===== config.mk =====
export PLATFORM = sky130hd
export DESIGN_NAME = db_fsm
export DESIGN_NICKNAME = d
export VERILOG_FILES = /design/src/rtl/db_pkg.sv /design/src/rtl/db_tick_gen.sv /design/src/rtl/db_fsm.sv
export SDC_FILE = /design/constraint.sdc
export NUM_CORES = 1
export LEC_CHECK = 0
export CAP_MARGIN = 20
export CORE_AREA = 2 2 39 41
export DETAILED_ROUTE_END_ITERATION = 10
export DIE_AREA = 0 0 41 43
export GPL_TIMING_DRIVEN = 0
export PLACE_DENSITY = 0.41
export SLEW_MARGIN = 15
export SYNTH_ARGS = -nofsm -noshare
export SYNTH_HDL_FRONTEND = slang
export SYNTH_SLANG_ARGS = --single-unit

===== constraint.sdc =====
create_clock -name clk -period 2.25 [get_ports clk]
set_clock_uncertainty 0.15 [all_clocks]
set_input_delay 0.3375 -clock clk [delete_from_list [all_inputs] [get_ports clk]]
set_output_delay 0.3375 -clock clk [all_outputs]
set_load 0.1 [all_outputs]

===== src/rtl/db_pkg.sv =====
// rtl/db_pkg.sv - shared types and constants for the switch debouncer
//
// Contents:
//   DB_N_DEFAULT : default tick counter width (simulation value)
//   db_state_t   : debouncer FSM state enum
//   db_level()   : debounced output level for a given state
package db_pkg;

  // 2 keeps simulation short; use 19 for ~10 ms at 50 MHz.
  localparam int DB_N_DEFAULT = 2;

  typedef enum logic [2:0] {
    ZERO    = 3'd0,
    WAIT1_1 = 3'd1,
    WAIT1_2 = 3'd2,
    WAIT1_3 = 3'd3,
    ONE     = 3'd4,
    WAIT0_1 = 3'd5,
    WAIT0_2 = 3'd6,
    WAIT0_3 = 3'd7
  } db_state_t;

  // The output holds 1 from ONE until a release has been fully confirmed.
  function automatic logic db_level(input db_state_t st);
    return (st == ONE) || (st == WAIT0_1) || (st == WAIT0_2) || (st == WAIT0_3);
  endfunction

endpackage


===== src/rtl/db_tick_gen.sv =====
// rtl/db_tick_gen.sv - free-running tick generator pacing the debouncer
//
// Ports:
//   clk   : system clock
//   reset : asynchronous active-low reset (counter cleared to 0)
//   tick  : one-cycle pulse whenever the counter reads 0 (every 2^N cycles)
module db_tick_gen
  import db_pkg::*;
#(
  parameter int N = DB_N_DEFAULT
) (
  input  logic clk,
  input  logic reset,
  output logic tick
);

  logic [N-1:0] q;

  // Wraps naturally from 2^N-1 back to 0.
  always_ff @(posedge clk or negedge reset) begin
    if (!reset) begin
      q <= '0;
    end else begin
      q <= q + 1'b1;
    end
  end

  assign tick = (q == '0);

endmodule


===== src/rtl/db_fsm.sv =====
// rtl/db_fsm.sv - one-bit switch debouncer FSM with input synchronizer
//
// Ports:
//   clk   : system clock, all state updates on the rising edge
//   reset : asynchronous active-low reset
//   sw    : raw, asynchronous, possibly bouncing switch level
//   db    : debounced switch level, registered
//
// db changes only after the synchronized input has stayed at the new level
// across three consecutive ticks; a reversal during a wait always wins over
// a coincident tick.
module db_fsm
  import db_pkg::*;
#(
  parameter int N = DB_N_DEFAULT
) (
  input  logic clk,
  input  logic reset,
  input  logic sw,
  output logic db
);

  logic      sync1;
  logic      sync2;
  logic      tick;
  logic      db_next;
  db_state_t state;
  db_state_t state_next;

  db_tick_gen #(.N(N)) u_tick_gen (
    .clk   (clk),
    .reset (reset),
    .tick  (tick)
  );

  always_ff @(posedge clk or negedge reset) begin
    if (!reset) begin
      sync1 <= 1'b0;
      sync2 <= 1'b0;
      state <= ZERO;
      db    <= 1'b0;
    end else begin
      sync1 <= sw;
      sync2 <= sync1;
      state <= state_next;
      db    <= db_next;
    end
  end

  always_comb begin
    state_next = state;
    case (state)
      ZERO:    if (sync2)      state_next = WAIT1_1;
      WAIT1_1: if (!sync2)     state_next = ZERO;
               else if (tick)  state_next = WAIT1_2;
      WAIT1_2: if (!sync2)     state_next = ZERO;
               else if (tick)  state_next = WAIT1_3;
      WAIT1_3: if (!sync2)     state_next = ZERO;
               else if (tick)  state_next = ONE;
      ONE:     if (!sync2)     state_next = WAIT0_1;
      WAIT0_1: if (sync2)      state_next = ONE;
               else if (tick)  state_next = WAIT0_2;
      WAIT0_2: if (sync2)      state_next = ONE;
               else if (tick)  state_next = WAIT0_3;
      WAIT0_3: if (sync2)      state_next = ONE;
               else if (tick)  state_next = ZERO;
      default:                 state_next = ZERO;
    endcase
    // db is registered from the next state so it is a clean flop output
    // that moves on the same edge as the state register.
    db_next = db_level(state_next);
  end

endmodule


==> metrics.md, run 1 <==
| Metric | Value |
|---|---|
| Core Util, Final | 0.247 |
| # IOs | 4 |
| Worst VDD drop | roughly 400 uV |
| Drt initial violations | 0 |
| Die ar. | 1760 um^2 |
| Fin. Hold Viols | 0 |
| Net Sw Power | around 74 uW |
| Layout fillers | 144 |
| Async SR Flop Fraction | 1.00 |
| GPL Wtd Cong | ~0.58 |
| Crit path buffers/inverters | 1 |
| Largest net degree at the start of global routing | 8 |
| GRT overflow | 0 |
| Max_slew headroom | 0.364 |
| Crit path kind | reg -> out |
| Net Count, Synth | 22 |
| WP data arrival | between 1 and 1.5 ns |
| Met3 wire len | between 20 and 25 um |
| Slowest cell on crit path | dlygate4sd2_1 |
| Largest family of logic cells by synthesized area | simple AND/OR/NAND/NOR gates |
| Worst skew pair latency | between 0.2 and 0.3 ns |
| Post-synth top area share | 0.657 |
| Via Count | around 150 |
| TNS Setup | 0 ns |
| Routed length on met1 | between 150 and 200 um |
| FF+latch count, synth | 7 |
| Vias in the first global route | 178 |
| Crit path cell chain | dlygate4sd2_1 |
| Least-Margin Pin Slew | 0.957 ns |
| Outcome | complete, no violations |
| Area leader, netlist | dfrtp_1 |
| Number of H-tree levels | 1 |
| Internal power | ~220 uW |
| DRC Markers | 0 |
| Fmax | 505 MHz |
| Layout Nets | 30 |
| Final-report setup violation count | 0 |
| Peak fanout along the critical path | 3 |
| Clock network fraction of design power | 0.389 |
| Synth top area cells | dfrtp_1, mux2_4, ha_1 |
| Root Buffer | clkbuf_4 |
| Yosys warns | 0 |
| Vias per Instance | 3.76 |
| GRT Total Usage | 0.0692 |
| Top_reg_cell synth | dfrtp_1 |
| Row count | 14 |
| Share of cells above drive strength 1 | 0.240 |
| First-pass GRT wire length | around 720 um |
| Pwr dens | 854 nW/um^2 |
| Post-Syn Instances | 18 |
| Ant diodes | 0 |
| Antenna violations before repair | 0 |
| Setup crit end kind | output port |
| Critical path's largest stage delay | 0.87 ns |
| Num CTS Buffers | 3 |
| Core Area | approximately 1400 um^2 |
| Die Y | about 43 um |
| Switch share | 0.254 |
| Sequential power share | 0.491 |
| Crit start category | flop |
| Slew Viols, Final | 0 |
| Clk sink count | 7 |
| Final min period | roughly 2.0 ns |
| Synth Area in Compound Gates | 0.0845 |
| Initial core utilization | 0.193 |
| Synth Area in XOR/XNOR | 0.0329 |
| WL met2 | ~190 um |
| Setup Buffers After CTS | 0 |
| PortBufs | 3 |
| Mean Syn Cell Area | approximately 15 um^2 |
| Die width | a little over 40 um |
| Cts hold-fix bufs | 0 |
| Commonest cells in the netlist | dfrtp_1, inv_1 |
| Routed WL per cell | around 9.6 um |
| Post-Syn Area | 267 um^2 |
| Period utilization | 0.880 |
| Max Cap Violations | 0 |
| Count leader, synth | dfrtp_1 |
| Area grow syn2layout | 28.2% |
| ANT nets after route | 0 |
| RSZ-0062 raised after global routing | no |
| Worst hold path class | in -> async |
| Simple-Gate Fraction of Synth Area | 0.0939 |
| Seq/Total Area, Yosys | 0.657 |
| Mux cell area share after synthesis | 0.0563 |
| Pre-antenna DRT Iters | 1 |
| Number of synthesized flops with an enable pin | 0 |
| Post-Route WL | between 300 and 400 um |
| TritonCTS clock tree | done |
| Post-Synth Adder-Cell Area | 0.0469 |
| CP top delay family | buffers and inverters |
| LEAKAGE | between 0.00015 and 0.0002 uW |
| Comb power frac | 0.120 |
| DR top layer | met3 |
| Max Root-Sink Buffers | 2 |
| Clock-pin slew on the worst setup and hold paths | ~0.05 ns |
| Worst path required time | ~1.8 ns |
| Unique cell type count in the Yosys netlist | 11 |
[flip-flops by register name, summed over array words and instances (netlist names)]
name	cells
state	2
u_tick_gen.q	2
db	1
sync1	1
sync2	1
[routing by layer]
metal / vias up / track usage
li1: 75 / -
met1: 75 / 0.0707
met2: 4 / 0.0906
met3: 0 / 0.0628
met4: 0 / 0.0400
met5: - / 0
[layout by cell type (no fill, tap or decap), types with 2 or more instances in the layout]
master	synthesis	final
clkbuf_4	0	3
dfrtp_1	7	7
clkdlybuf4s50_1	0	2
inv_1	2	2
[metrics by stage]
step	cells	power (uW)	hold WS (ns)	area, um^2	setup WS, ns
finish	41	292	0.189	342	0.270
global route	41	310	0.194	342	0.207
CTS	41	299	0.190	342	0.256
detailed placement	37	181	0.187	317	0.253
global placement	37	180	0.186	317	0.257
floorplan	18	169	-0.108	267	0.677
[logic make-up (layout without fill, tap and decap cells)]
| logic type | after synthesis | in the layout |
|---|---|---|
| AND/OR/NAND/NOR | 3 | 3 |
| adder cells (fa/ha/maj) | 1 | 1 |
| AO/OA/AOI/OAI | 3 | 3 |
| XOR/XNOR | 1 | 1 |
| multiplexers | 1 | 1 |
| flip-flops | 7 | 7 |
| buffers and inverters | 2 | 9 |
[power groups by stage]
stage	sequential [uW]	combinational, uW	clock (uW)
2_1_floorplan	156	13.8	0
3_3_place_gp	144	35.3	0
3_5_place_dp	145	36.2	0
4_1_cts	143	35.7	120
5_1_grt	145	37.1	128
6_report	143	35.1	113
[cell type report]
class / count / area [um^2] / share of cell area
Timing Repair Buffer: 3 / 28.8 / 0.0842
Multi-Input combinational cell: 9 / 83.8 / 0.245
Sequential cell: 7 / 175 / 0.513
Clock buffer: 4 / 26.3 / 0.0769
Inverter: 2 / 7.51 / 0.0220
Tap cell: 16 / 20.0 / 0.0586
[worst paths after layout]
path / startpoint / end / slack, ns / depth (start not counted)
min in group clk: sync1 / sync2 / 0.20 / 0
max reg2reg: u_tick_gen.q[0] / db / 0.92 / 4
max: db / db / 0.27 / 1
min: reset / db / 0.19 / 1
min reg2reg: sync1 / sync2 / 0.20 / 0
max in group asynchronous: reset / u_tick_gen.q[0] / 1.52 / 1
[timing repair]
item | in CTS | in global routing
endpoints found under the hold margin | 0 | 0
endpoints found under the setup margin | 1 | 0
gates resized for setup | 1 | 0
Note: power is estimated with default switching activity, not from simulation.
==> run 2, diff against run 1 <==
--- a/constraint.sdc
+++ b/constraint.sdc
@@ -4,2 +4,2 @@
 set_output_delay 0.3375 -clock clk [all_outputs]
-set_load 0.1 [all_outputs]
+set_load 0.005 [all_outputs]
==> run 2 against run 1 <==
  * Flip-flop and latch count stayed put
  * Via count stayed put
  * Fmax is 21% higher
  * Combinational power is 31% lower
  * Global-route usage stayed put
  * Setup slack better by 0.35 ns
  * Cell count stayed put
  * Clock power hardly changed
  * Register-to-register slack hardly changed
  * Die area stayed put
  * Total power is 3.7% lower
  * Cell area is 0.37% higher
  * Critical endpoint unchanged
  * Largest power group unchanged
==> metrics.md, run 2 (synthesized netlist as in run 1, its figures left out) <==
| Metric | Value |
|---|---|
| Outcome | complete, no violations |
| Period utilization | 0.724 (-0.156) |
| Num CTS Buffers | 3 (unchanged) |
| Crit path cell chain | clkdlybuf4s50_1 |
| Cts hold-fix bufs | 0 (unchanged) |
| Worst hold path class | in -> async |
| First-pass GRT wire length | 724 um (unchanged) |
| Pre-antenna DRT Iters | 1 (unchanged) |
| DRC Markers | 0 (unchanged) |
| TNS Setup | 0 ns (unchanged) |
| Post-Route WL | 394 um (+0.25%) |
| Most frequent cells in the layout | dfrtp_1, clkbuf_4, clkdlybuf4s50_1 |
| Worst skew pair latency | 0.25 ns (about the same) |
| Initial core utilization | 0.193 (unchanged) |
| Fin. Hold Viols | 0 (unchanged) |
| Clock-pin slew on the worst setup and hold paths | 0.05 ns (about the same) |
| Largest net degree at the start of global routing | 8 (unchanged) |
| Final-report setup violation count | 0 (unchanged) |
| Clk sink count | 7 (unchanged) |
| WP data arrival | 1.14 ns (-0.35 ns) |
| Root Buffer | clkbuf_4 |
| Critical path's largest stage delay | 0.52 ns (-0.35 ns) |
| GRT Total Usage | 0.0692 (unchanged) |
| Layout Nets | 30 (unchanged) |
| Row count | 14 (unchanged) |
| Final min period | 1.63 ns (-0.350 ns) |
| Biggest regs | state: 2 flops, u_tick_gen.q: 2 flops |
| Share of cells above drive strength 1 | 0.240 (unchanged) |
| Slew Viols, Final | 0 (unchanged) |
| Area grow syn2layout | 28.6% |
| PortBufs | 3 (unchanged) |
| ANT nets after route | 0 (unchanged) |
| Antenna violations before repair | 0 (unchanged) |
| Setup Buffers After CTS | 0 (unchanged) |
| Final instance area | 343 um^2 (+0.37%) |
| Fmax | 614 MHz (+21%) |
| Core Area | 1380 um^2 (unchanged) |
| Commonest non-fill, non-tap cell in the layout | dfrtp_1 |
| Area after DPL | 317 um^2 (unchanged) |
| Least-Margin Pin Slew | 0.312 ns (-0.645 ns) |
| Peak fanout along the critical path | 3 (unchanged) |
| Final WS setup | 0.621 ns (+0.350 ns) |
| Max Root-Sink Buffers | 2 (unchanged) |
| # IOs | 4 (unchanged) |
| Crit path kind | reg -> out |
| Via Count | 154 (unchanged) |
| Max_slew headroom | 0.791 (+0.427) |
| Die Y | 43 um (unchanged) |
| Number of H-tree levels | 1 (unchanged) |
| GRT overflow | 0 (unchanged) |
| TritonCTS clock tree | done |
| Max Cap Violations | 0 (unchanged) |
| CP top delay family | buffers and inverters |
| PostCTS Resize Cnt | 0 (-1) |
| Layout fillers | 143 (-0.69%) |
| Worst path required time | 1.76 ns (about the same) |
| Worst VDD drop | 383 uV (-3.7%) |
| Die width | 41 um (unchanged) |
| LEAKAGE | 0.000151 uW (-2.8%) |
| GPL Wtd Cong | 0.582 (unchanged) |
| RSZ-0062 raised after global routing | no |
| Vias per Instance | 3.76 (unchanged) |
| Setup crit end kind | output port |
| Crit start category | flop |
| Crit path buffers/inverters | 1 (unchanged) |
| Die ar. | 1760 um^2 (unchanged) |
| Pwr dens | 819 nW/um^2 (-4.0%) |
| WHS | 0.189 ns (+0.000420 ns) |
| Vias in the first global route | 178 (unchanged) |
| Ant diodes | 0 (unchanged) |
| Drt initial violations | 0 (unchanged) |
| Worst slack at placement | 0.887 ns (+0.634 ns) |
| Routed WL per cell | 9.61 um (+0.25%) |
| Slowest cell on crit path | clkdlybuf4s50_1 |
[run 2: cell count changes in the layout (fill, tap and decap cells not counted)]
cell,delta
clkdlybuf4s50_1,+1
dlygate4sd2_1,-1
[run 2: power breakdown]
group          switching, uW  internal, uW
clock                   45.7          67.6
sequential              8.47           135
combinational           8.03          16.2
[run 2: per-layer routing]
layer	track usage	vias up	part of all wire
met2	0.0906	4	0.49
li1	-	75	-
met1	0.0707	75	0.45
met4	0.0400	0	0
met5	0	-	0
met3	0.0628	0	0.061
[run 2: area by class of cell]
| cell class | count | area (um^2) | share of cell area |
|---|---|---|---|
| multi-input combinational | 9 | 83.8 | 0.245 |
| tap | 16 | 20.0 | 0.0584 |
| clock buffer | 4 | 26.3 | 0.0766 |
| sequential | 7 | 175 | 0.511 |
| timing repair buffer | 3 | 30.0 | 0.0876 |
| inverter | 2 | 7.51 | 0.0219 |
[run 2: stage by stage]
stage               power (uW)  instances  utilization
CTS                        288         41        0.248
global placement           168         37        0.229
floorplan                  157         18            -
finish                     281         41        0.248
global route               299         41        0.248
detailed placement         169         37        0.229
[run 2: path summary, 6_finish.rpt]
kind / endpoint / slack, ns / cells after the start / start
max reg2reg: db / 0.92 / 4 / u_tick_gen.q[0]
max: db / 0.62 / 1 / db
min in group clk: sync2 / 0.20 / 0 / sync1
min: db / 0.19 / 1 / reset
max in group asynchronous: u_tick_gen.q[0] / 1.52 / 1 / reset
min reg2reg: sync2 / 0.20 / 0 / sync1
==> run 3, diff against run 2 <==
Clock period 2.25 ns to 1.5 ns, I/O delays scaled along.
==> run 3 against run 2 <==
  * Total power up 50%
  * Via count up 0.65%
  * Sequential share of layout area down 1.4 points
  * Worst hold slack worse by 0.11 ns
  * Clock power up 48%
  * Non-clock buffer count up 1
  * Critical path depth up 3
  * Cell area up 2.9%
  * Global-route usage up 0.10 points
  * Sequential power up 50%
  * Combinational power up 65%
  * Die area unchanged
  * Largest power group unchanged
==> metrics.md, run 3 (synthesized netlist as in run 1, its figures left out) <==
| Metric | Value |
|---|---|
| Die width | 41 um (unchanged) |
| DRC Markers | 0 (unchanged) |
| Max Cap Violations | 0 (unchanged) |
| Vias in the first global route | 183 (+2.8%) |
| Worst hold path class | in -> async |
| First-pass GRT wire length | 738 um (+1.9%) |
| Die ar. | 1760 um^2 (unchanged) |
| Period utilization | 0.892 |
| Die Y | 43 um (unchanged) |
| GRT overflow | 0 (unchanged) |
| Fmax | 748 MHz |
| Fin. Hold Viols | 0 (unchanged) |
| Cts hold-fix bufs | 0 (unchanged) |
| Via Count | 155 (+0.65%) |
| Slowest cell on crit path | dfrtp_1 |
| Num CTS Buffers | 3 (unchanged) |
| Max Root-Sink Buffers | 2 (unchanged) |
| DR top layer | met3 |
| Multi-input gate area | 83.8 um^2 (unchanged) |
| Crit path buffers/inverters | 1 (unchanged) |
| Commonest non-fill, non-tap cell in the layout | dfrtp_1 |
| Final-report setup violation count | 0 (unchanged) |
| Area grow syn2layout | 32.4% |
| Drt initial violations | 2 (+2) |
| WP data arrival | 1.32 ns (+0.18 ns) |
| Setup crit end kind | flop |
| Crit path cell chain | inv_1 > ha_1 > nand3_2 > mux2_4 |
| Overall power | 420 uW (+50%) |
| Peak fanout along the critical path | 5 (+2) |
| Most frequent cells in the layout | dfrtp_1, clkbuf_4, inv_1, clkdlybuf4s50_1 |
| Row count | 14 (unchanged) |
| Least-Margin Pin Slew | 0.302 ns (-0.00968 ns) |
| Root Buffer | clkbuf_4 |
| Slew Viols, Final | 0 (unchanged) |
| Routed length on met1 | 167 um (-5.1%) |
| Core Util, Final | 0.255 (+0.00723) |
| Worst path required time | 1.48 ns (-0.28 ns) |
| Layout Nets | 31 (+3.3%) |
| # IOs | 4 (unchanged) |
| Share of cells above drive strength 1 | 0.269 (+0.0292) |
| Pwr dens | 1190 nW/um^2 (+45%) |
| Post-Route WL | 396 um (+0.51%) |
| Biggest regs | state: 2 flops, u_tick_gen.q: 2 flops |
| LEAKAGE | 0.000174 uW (+15%) |
| TritonCTS clock tree | done |
| ANT nets after route | 0 (unchanged) |
| Routed WL per cell | 9.43 um (-1.9%) |
| Reg area | 175 um^2 (unchanged) |
| Met3 wire len | 15 um (-38%) |
| Layout fillers | 143 (unchanged) |
| TNS Setup | 0 ns (unchanged) |
| Pre-antenna DRT Iters | 4 (+3) |
| Worst skew pair latency | 0.25 ns (about the same) |
| Ant diodes | 0 (unchanged) |
| GRT Total Usage | 0.0703 (+0.00102) |
| Clk sink count | 7 (unchanged) |
| Crit start category | flop |
| Initial core utilization | 0.193 (unchanged) |
| Core Area | 1380 um^2 (unchanged) |
| Critical path's largest stage delay | 0.35 ns (-0.17 ns) |
| Crit path kind | reg -> reg |
| CP top delay family | flip-flops |
| WL met2 | 213 um (+10%) |
| Max_slew headroom | 0.798 (+0.00647) |
| Number of H-tree levels | 1 (unchanged) |
| Worst VDD drop | 537 uV (+40%) |
| Outcome | complete, no violations |
| RSZ-0062 raised after global routing | no |
| PortBufs | 3 (unchanged) |
| Antenna violations before repair | 0 (unchanged) |
| Vias per Instance | 3.69 (-1.7%) |
| Clock-pin slew on the worst setup and hold paths | 0.05 ns (about the same) |
| GPL Wtd Cong | 0.582 (unchanged) |
| Final min period | roughly 1.3 ns |
| Largest net degree at the start of global routing | 8 (unchanged) |
run 3: cell count changes in the layout (fill, tap and decap cells not counted), sizes merged:
cell           delta
buf               +1
dlymetal6s2s      +1
clkdlybuf4s50     -1
run 3: area by class of cell:
cell class / instances / share of cell area
multi-input cells: 9 / 0.238
clock buffers: 4 / 0.0745
repair buffers: 4 / 0.113
inverters: 2 / 0.0213
flip-flops and latches: 7 / 0.496
well taps: 16 / 0.0567
run 3: layer usage:
layer / up-vias / global-route usage
met5: - / 0
met4: 0 / 0.0400
met3: 0 / 0.0628
met2: 2 / 0.0938
met1: 76 / 0.0707
li1: 77 / -
run 3: power by group:
group	switching (uW)	leakage, uW	internal, uW
clock	65.4	0.0000150	101
combinational	13.5	0.0000722	26.5
sequential	11.5	0.0000867	202
run 3: through the flow:
step	hold WS (ns)	setup slack, ns	cells	cell area (um^2)
floorplan	-0.221	0.232	18	267
global placement	0.186	0.170	37	317
detailed placement	0.187	0.150	37	317
CTS	0.0777	0.0198	42	350
global route	0.0813	0.0604	42	353
finish	0.0773	0.163	42	353
run 3: repair_timing:
item / 4_1_cts / 5_1_grt
setup buffers: 1 / 0
gates resized for setup: 0 / 1
setup endpoints to repair: 1 / 1
run 3: path summary, 6_finish.rpt:
| kind | end | slack [ns] | cells past startpoint | start |
|---|---|---|---|---|
| setup / recovery | db | 0.16 | 4 | u_tick_gen.q[0] |
| hold / removal | db | 0.08 | 1 | reset |
| setup reg to reg | db | 0.16 | 4 | u_tick_gen.q[0] |
| hold reg to reg | sync2 | 0.20 | 0 | sync1 |
| max in group asynchronous | u_tick_gen.q[0] | 0.89 | 1 | reset |
| min in group clk | sync2 | 0.20 | 0 | sync1 |
